--- src/rtl/core_pwr_pkg.sv ---
// Shared types and defaults for the core power controller.
// State encodings are visible on state_o and must stay stable.
package core_pwr_pkg;

  localparam int DEF_NUM_IRQ      = 32;
  localparam int DEF_IDLE_CYCLES  = 4;
  localparam int DEF_WAKE_CYCLES  = 2;
  localparam int DEF_LOCK_TIMEOUT = 1024;

  typedef enum logic [2:0] {
    ST_BOOT  = 3'd0,
    ST_RUN   = 3'd1,
    ST_DRAIN = 3'd2,
    ST_SLEEP = 3'd3,
    ST_WAKE  = 3'd4
  } pwr_state_e;

  // One shared counter must hold the largest terminal count of any state.
  function automatic int cnt_width(input int a, input int b, input int c);
    int m;
    m = a;
    if (b > m) m = b;
    if (c > m) m = c;
    return $clog2(m) + 1;
  endfunction

endpackage

--- src/rtl/core_pwr_ctrl.sv ---
// Core fetch/clock-enable sequencer: FLL lock wait, drain-then-gate on sleep
// request, ungate on any unmasked interrupt.
//
// state | meaning
// BOOT  | clock on, fetch off, waiting for FLL lock or lock timeout
// RUN   | core running, fetch follows the pad fetch enable
// DRAIN | fetch off, counting consecutive idle cycles before gating
// SLEEP | core clock gated, waiting for an unmasked interrupt
// WAKE  | clock running again, fetch held off while the core settles
module core_pwr_ctrl
  import core_pwr_pkg::*;
#(
  parameter int NUM_IRQ      = DEF_NUM_IRQ,
  parameter int IDLE_CYCLES  = DEF_IDLE_CYCLES,
  parameter int WAKE_CYCLES  = DEF_WAKE_CYCLES,
  parameter int LOCK_TIMEOUT = DEF_LOCK_TIMEOUT
) (
  input  logic               clk,
  input  logic               rst_n,
  input  logic               fetch_enable_i,
  input  logic               fll_lock_i,
  input  logic               sleep_req_i,
  input  logic               core_busy_i,
  input  logic [NUM_IRQ-1:0] irq_i,
  input  logic [NUM_IRQ-1:0] irq_mask_i,
  output logic               fetch_enable_o,
  output logic               core_clk_en_o,
  output logic               sleep_ack_o,
  output logic               wake_o,
  output logic               lock_timeout_o,
  output logic [2:0]         state_o
);

  localparam int CW = cnt_width(LOCK_TIMEOUT, IDLE_CYCLES, WAKE_CYCLES);
  localparam logic [CW-1:0] LOCK_LAST = CW'(LOCK_TIMEOUT - 1);
  localparam logic [CW-1:0] IDLE_LAST = CW'(IDLE_CYCLES - 1);
  localparam logic [CW-1:0] WAKE_LAST = CW'(WAKE_CYCLES - 1);

  pwr_state_e    r_state, w_state_nxt;
  logic [CW-1:0] r_cnt, w_cnt_nxt, w_cnt_inc;
  logic          w_wake_pend, w_timeout_set;
  logic          r_fetch_en, r_clk_en, r_sleep_ack, r_wake, r_lock_timeout;

  assign w_wake_pend = |(irq_i & irq_mask_i);
  assign w_cnt_inc   = (r_cnt == '1) ? r_cnt : r_cnt + CW'(1);

  always_ff @(posedge clk or negedge rst_n) begin
    if (!rst_n) begin
      r_state <= ST_BOOT;
      r_cnt   <= '0;
    end else begin
      r_state <= w_state_nxt;
      r_cnt   <= w_cnt_nxt;
    end
  end

  always_comb begin
    w_state_nxt   = r_state;
    w_cnt_nxt     = r_cnt;
    w_timeout_set = 1'b0;
    case (r_state)
      ST_BOOT: begin
        if (fll_lock_i) begin
          w_state_nxt = ST_RUN;
        end else if (r_cnt == LOCK_LAST) begin
          w_state_nxt   = ST_RUN;
          w_timeout_set = 1'b1;
        end else begin
          w_cnt_nxt = w_cnt_inc;
        end
      end
      ST_RUN: begin
        if (sleep_req_i && fetch_enable_i) w_state_nxt = ST_DRAIN;
      end
      ST_DRAIN: begin
        // An abort or wake must win over a gate completing in the same cycle.
        if (w_wake_pend || !sleep_req_i) begin
          w_state_nxt = ST_RUN;
        end else if (core_busy_i) begin
          w_cnt_nxt = '0;
        end else if (r_cnt == IDLE_LAST) begin
          w_state_nxt = ST_SLEEP;
        end else begin
          w_cnt_nxt = w_cnt_inc;
        end
      end
      ST_SLEEP: begin
        if (w_wake_pend) w_state_nxt = ST_WAKE;
      end
      ST_WAKE: begin
        if (r_cnt == WAKE_LAST) w_state_nxt = ST_RUN;
        else w_cnt_nxt = w_cnt_inc;
      end
      default: w_state_nxt = ST_BOOT;
    endcase
    if (w_state_nxt != r_state) w_cnt_nxt = '0;
  end

  // Outputs are registered from the next state so they line up with state_o.
  always_ff @(posedge clk or negedge rst_n) begin
    if (!rst_n) begin
      r_fetch_en     <= 1'b0;
      r_clk_en       <= 1'b1;
      r_sleep_ack    <= 1'b0;
      r_wake         <= 1'b0;
      r_lock_timeout <= 1'b0;
    end else begin
      r_fetch_en     <= (w_state_nxt == ST_RUN) && fetch_enable_i;
      r_clk_en       <= (w_state_nxt != ST_SLEEP);
      r_sleep_ack    <= (r_state == ST_DRAIN) && (w_state_nxt == ST_SLEEP);
      r_wake         <= (r_state == ST_SLEEP) && (w_state_nxt == ST_WAKE);
      r_lock_timeout <= r_lock_timeout | w_timeout_set;
    end
  end

  assign fetch_enable_o = r_fetch_en;
  assign core_clk_en_o  = r_clk_en;
  assign sleep_ack_o    = r_sleep_ack;
  assign wake_o         = r_wake;
  assign lock_timeout_o = r_lock_timeout;
  assign state_o        = r_state;

endmodule

--- config.mk ---
export PLATFORM = sky130hd
export DESIGN_NAME = core_pwr_ctrl
export DESIGN_NICKNAME = d
export VERILOG_FILES = /design/src/rtl/core_pwr_pkg.sv /design/src/rtl/core_pwr_ctrl.sv
export SDC_FILE = /design/constraint.sdc
export NUM_CORES = 1
export LEC_CHECK = 0
export BUFFER_PORTS_ARGS = -buffer_cell sky130_fd_sc_hd__buf_4
export CORE_ASPECT_RATIO = 1.25
export CORE_MARGIN = 8
export CORE_UTILIZATION = 38
export CTS_CLUSTER_DIAMETER = 100
export DETAILED_ROUTE_END_ITERATION = 10
export PLACE_DENSITY = 0.77
export SETUP_SLACK_MARGIN = 0.4
export SYNTH_ARGS = -nofsm -noshare
export SYNTH_HDL_FRONTEND = slang
export SYNTH_SLANG_ARGS = --single-unit
--- constraint.sdc ---
create_clock -name clk -period 3 [get_ports clk]
set_clock_uncertainty 0.15 [all_clocks]
set_input_delay 0.6 -clock clk [delete_from_list [all_inputs] [get_ports clk]]
set_output_delay 0.6 -clock clk [all_outputs]
set_load 0.03 [all_outputs]
# == After elaboration in Yosys (flattened, before gate mapping) ==
# Cells that the tools add are included.
# op_classes
n_addsub,1
eq_ne,18
mux,21
bitwise,2
n_reduce_logical,10
# op_table
cell,n
11-bit 2-to-1 mux,8
11-bit one-hot mux with 3 select lines,1
32-bit bitwise AND,1
32-bit OR reduction,1
3-bit 2-to-1 mux,8
3-bit one-hot mux with 5 select lines,1
"3-bit inequality test, second input constant",4
"11-bit by 1-bit adder with 11-bit output, second input constant",1
"11-bit by 1-bit == test with 1-bit output, second input constant",1
"11-bit by 10-bit == test with 1-bit output, second input constant",1
"11-bit == test, second input constant",1
"11-bit by 2-bit == test with 1-bit output, second input constant",1
"3-bit by 2-bit == test with 1-bit output, second input constant",3
"3-bit by 1-bit == test with 1-bit output, second input constant",2
"3-bit == test, second input constant",2
6-bit AND reduction,1
1-bit logical AND,4
"4-bit inequality test, second input constant",1
4-bit nonzero test,1
3-bit logical NOT,1
1-bit 2-to-1 mux,3
"3-bit by 2-bit inequality test with 1-bit output, second input constant",1
3-bit inequality test,1
1-bit logical NOT,1
other kinds (2),2
# word_totals
regBits,19
inputBits,70
out_inout_bits,8

# == Depth between registers and ports, before layout ==
# logic_depth
depth_word,8
depth_mapped,8

# == Worst setup path after synthesis ==
# Ideal clock, no wire load.
# synth_path
kind,flip-flop to flip-flop
start,reg r_state[1] (netlist: state_o[1])
end,reg r_cnt[6]
setup_ps,130
arrival_time_ps,2169
required_time_ps,2720
setup_slack_ps,551
path_stages_with_launch,8
synth_period_minus_slack_ps,2449
path_cell_list,dfrtp_1 buf_2 or4_1 or4_4 o311ai_2 o32ai_1 nand3_1 nor3_2
# synth_via
elab_chain_len,7
# synth_rtl
element,line,source
start: declaration,core_pwr_ctrl.sv:39,"pwr_state_e r_state, w_state_nxt;"
start signal: assignment,core_pwr_ctrl.sv:52,r_state <= w_state_nxt;
3-bit 2-to-1 mux,core_pwr_ctrl.sv:81,end else if (r_cnt == IDLE_LAST) begin
3-bit 2-to-1 mux,core_pwr_ctrl.sv:79,end else if (core_busy_i) begin
3-bit 2-to-1 mux,core_pwr_ctrl.sv:77,if (w_wake_pend || !sleep_req_i) begin
3-bit one-hot mux with 5 select lines,core_pwr_ctrl.sv:61,case (r_state)
3-bit inequality test,core_pwr_ctrl.sv:96,if (w_state_nxt != r_state) w_cnt_nxt = '0;
4-bit inequality test (no source line) (tied with other cells),-,
6-bit AND reduction (no source line),-,
end signal: assignment,core_pwr_ctrl.sv:53,r_cnt <= w_cnt_nxt;
end: declaration,core_pwr_ctrl.sv:40,"logic [CW-1:0] r_cnt, w_cnt_nxt, w_cnt_inc;"
# Parallel ways exist; a longest one is shown, timed or not.
# A chain may end at the register's enable or synchronous reset.

# == Final worst setup path ==
# layout_path
start,in irq_i[21]
end,reg r_cnt[6]
# layout_via
elab_chain_len,8
# layout_rtl
element,line,source
start: declaration,core_pwr_ctrl.sv:24,"input logic [NUM_IRQ-1:0] irq_i,"
32-bit bitwise AND *,core_pwr_ctrl.sv:44,assign w_wake_pend = |(irq_i & irq_mask_i);
32-bit OR reduction *,core_pwr_ctrl.sv:44,
1-bit logical OR,core_pwr_ctrl.sv:77,
3-bit 2-to-1 mux,core_pwr_ctrl.sv:77,
3-bit one-hot mux with 5 select lines,core_pwr_ctrl.sv:61,
3-bit inequality test,core_pwr_ctrl.sv:96,
4-bit inequality test (no source line) (tied with other cells),-,
6-bit AND reduction (no source line),-,
# Every way passes the cells marked *; elsewhere a longest branch is shown, timed or not.

==> summary.txt <==
outcome - finished, final reports clean
hpwl dp - 3706 µm
register area share after synthesis - 0.3706
CP endpoint kind - flip-flop
initial antenna violation count - 0
Final setup viols - 0
max-cap viol count - 0
Congestion Overflow GR - 0
Die X - 68.04 µm
part of the cycle the worst path needs - 0.8415
first-pass GRT wire length - 6844 µm
CTS root buf - clkbuf_8
synth warn - 0
Reg clk slew, reported paths - 0.07 ns
wire length per cell - 16.75 µm
Hold Fails Final Rpt - 0
register area - 476.7 µm²
largest cells by area after synthesis - dfrtp_1, nor2_1, a22oi_1
cells after synthesis - 146
multi-input logic area - 773.2 µm²
gpl congestion - 0.8253
DR pass1 iterations - 4
crit path DAT - 2.55 ns
Pleak - 0.9049 nW
initial DRC count - 44
diode count - 0
f_max - 0.3961 GHz
Initial Util - 0.3991
Max clock buf depth - 2
Final min period - 2.525 ns
Critical Path RT - 3.03 ns
Worst slew margin - 0.7226
Via density - 5.492
Vias - 1439
Ports - 78
Synth top area share - 0.3502
syn avg cell area - 8.810 µm²
post-synth net total - 218
Fillers - 301
worst skew pair latency - 0.25 ns
Max VDD drop - 0.4057 mV
H-tree depth - 1
Die Y - 81.05 µm
number of I/O port buffers - 77
global-route usage over all layers - 0.1599
synth cell count leaders - dfrtp_1, nor2_1, nand2_1, nor3_1, a22oi_1
largest net degree at the start of global routing - 20
worst-margin pin slew - 0.4129 ns
reg2reg setup slack - 0.54 ns
Post-Layout Cell Count - 262
asr flop ratio synth - 1.000
placed insts - 258
share of cells above drive strength 1 - 0.4222
Hold Slack - 0.05518 ns
Power Density - 507.7 nW/µm²
cts hold-fix bufs - 0
Routed Antenna Nets - 0
die area - 5514 µm²
Yosys top cell by area - dfrtp_1
RSZ-0062 raised after global routing - no
Yosys reg bits - 19
total power - 0.9960 mW
# DRC - 0
Post-synth EDFFs - 0
ys flop type - dfrtp_1
Inserted Clock Buffers - 3
hold crit path type - in -> async
most frequent cell after synthesis - dfrtp_1
Critical Path Fanout Max - 7
Final Util - 0.6087
post-synth cell types - 43
Post-CTS Setup Bufs - 0
synthesized area - 1286 µm²
Core Region - 3223 µm²
Final nets - 298
Worst setup SP type - input port
CTS tree - yes
crit path kind - in -> reg
vias in the first global route - 1411
setup TNS - 0 ns
Area Growth Syn to Fin - 52.53%
Detailed Route WL - 4389 µm
Rows - 23
Clock Sinks - 19
Slew Limit Fails - 0
[cells by family (layout without fill, tap and decap cells)]
| group | Yosys count | count (layout) | synth area share |
|---|---|---|---|
| adders and majority gates | 2 | 2 | 0.01945 |
| xor gates and xnor gates | 4 | 4 | 0.02723 |
| and+or+nand+nor | 66 | 66 | 0.2753 |
| buffers and inverters | 11 | 90 | 0.03307 |
| AOI/OAI and AO/OA | 44 | 44 | 0.2743 |
| DFF | 19 | 19 | 0.3706 |
[report_power, final]
group | total (mW) | switching (mW) | internal, mW
combinational | 0.503 | 0.293 | 0.210
clock | 0.174 | 0.0823 | 0.0922
sequential | 0.319 | 0.0271 | 0.292
total | 0.996 | 0.403 | 0.593
[placed cells by master, fill, tap and decap left out, drive strengths merged, types with 6 or more instances in the layout]
master   n
nor3    10
dfrtp   18
a31oi    6
buf     79
nand2    9
nand3    6
a22oi    8
nor2    18
nand4    6
a21oi    7
inv      7
[critical path, stage by stage]
cell and delay, ns:
buf_4 0.11, a22o_1 0.23, a221oi_1 0.28, and4_2 0.35
nand2_1 0.10, o32ai_1 0.42, nand3_2 0.25, nor3_2 0.21
[sequential cells by signal, summed over array words and instances, names as in the netlist]
signal and flops:
wake_o 1, state_o 3, r_cnt 11, fetch_enable_o 1, lock_timeout_o 1, core_clk_en_o 1, sleep_ack_o 1
[layout make-up]
type | count | area share
multi-input cells | 116 | 0.3941
repair buffers | 79 | 0.3023
flip-flops and latches | 19 | 0.2430
well taps | 37 | 0.02360
clock buffers | 3 | 0.02105
inverters | 7 | 0.01339
clock inverters | 1 | 0.002551
[metrics by stage]
stage	instance area [µm²]	worst slack, ns
floorplan	1286	0.5513
global placement	1909	0.2881
detailed placement	1909	0.1689
CTS	1956	0.4437
global route	1962	0.3705
finish	1962	0.4754
[metal layers]
layer / GRT usage / routed length (µm) / vias up
li1: - / - / 733
met1: 0.1890 / 1730 / 675
met2: 0.2850 / 2434 / 29
met3: 0.03851 / 212 / 2
met4: 0.02875 / 11 / 0
met5: 0 / 0 / -
[worst paths after layout]
| check | cells after the start | from | endpoint |
|---|---|---|---|
| max | 8 | irq_i[21] | r_cnt[6] |
| max in group asynchronous | 1 | rst_n | core_clk_en_o |
| min in group clk | 1 | lock_timeout_o | lock_timeout_o |
| min | 1 | rst_n | r_cnt[4] |
| min reg2reg | 1 | lock_timeout_o | lock_timeout_o |
| max reg2reg | 7 | state_o[2] | r_cnt[0] |
[timing repair]
action	CTS	global route
endpoints found under the hold margin	0	0
endpoints found under the setup margin	0	6
resized for setup	0	2
Note: power is estimated with default switching activity, not from simulation.
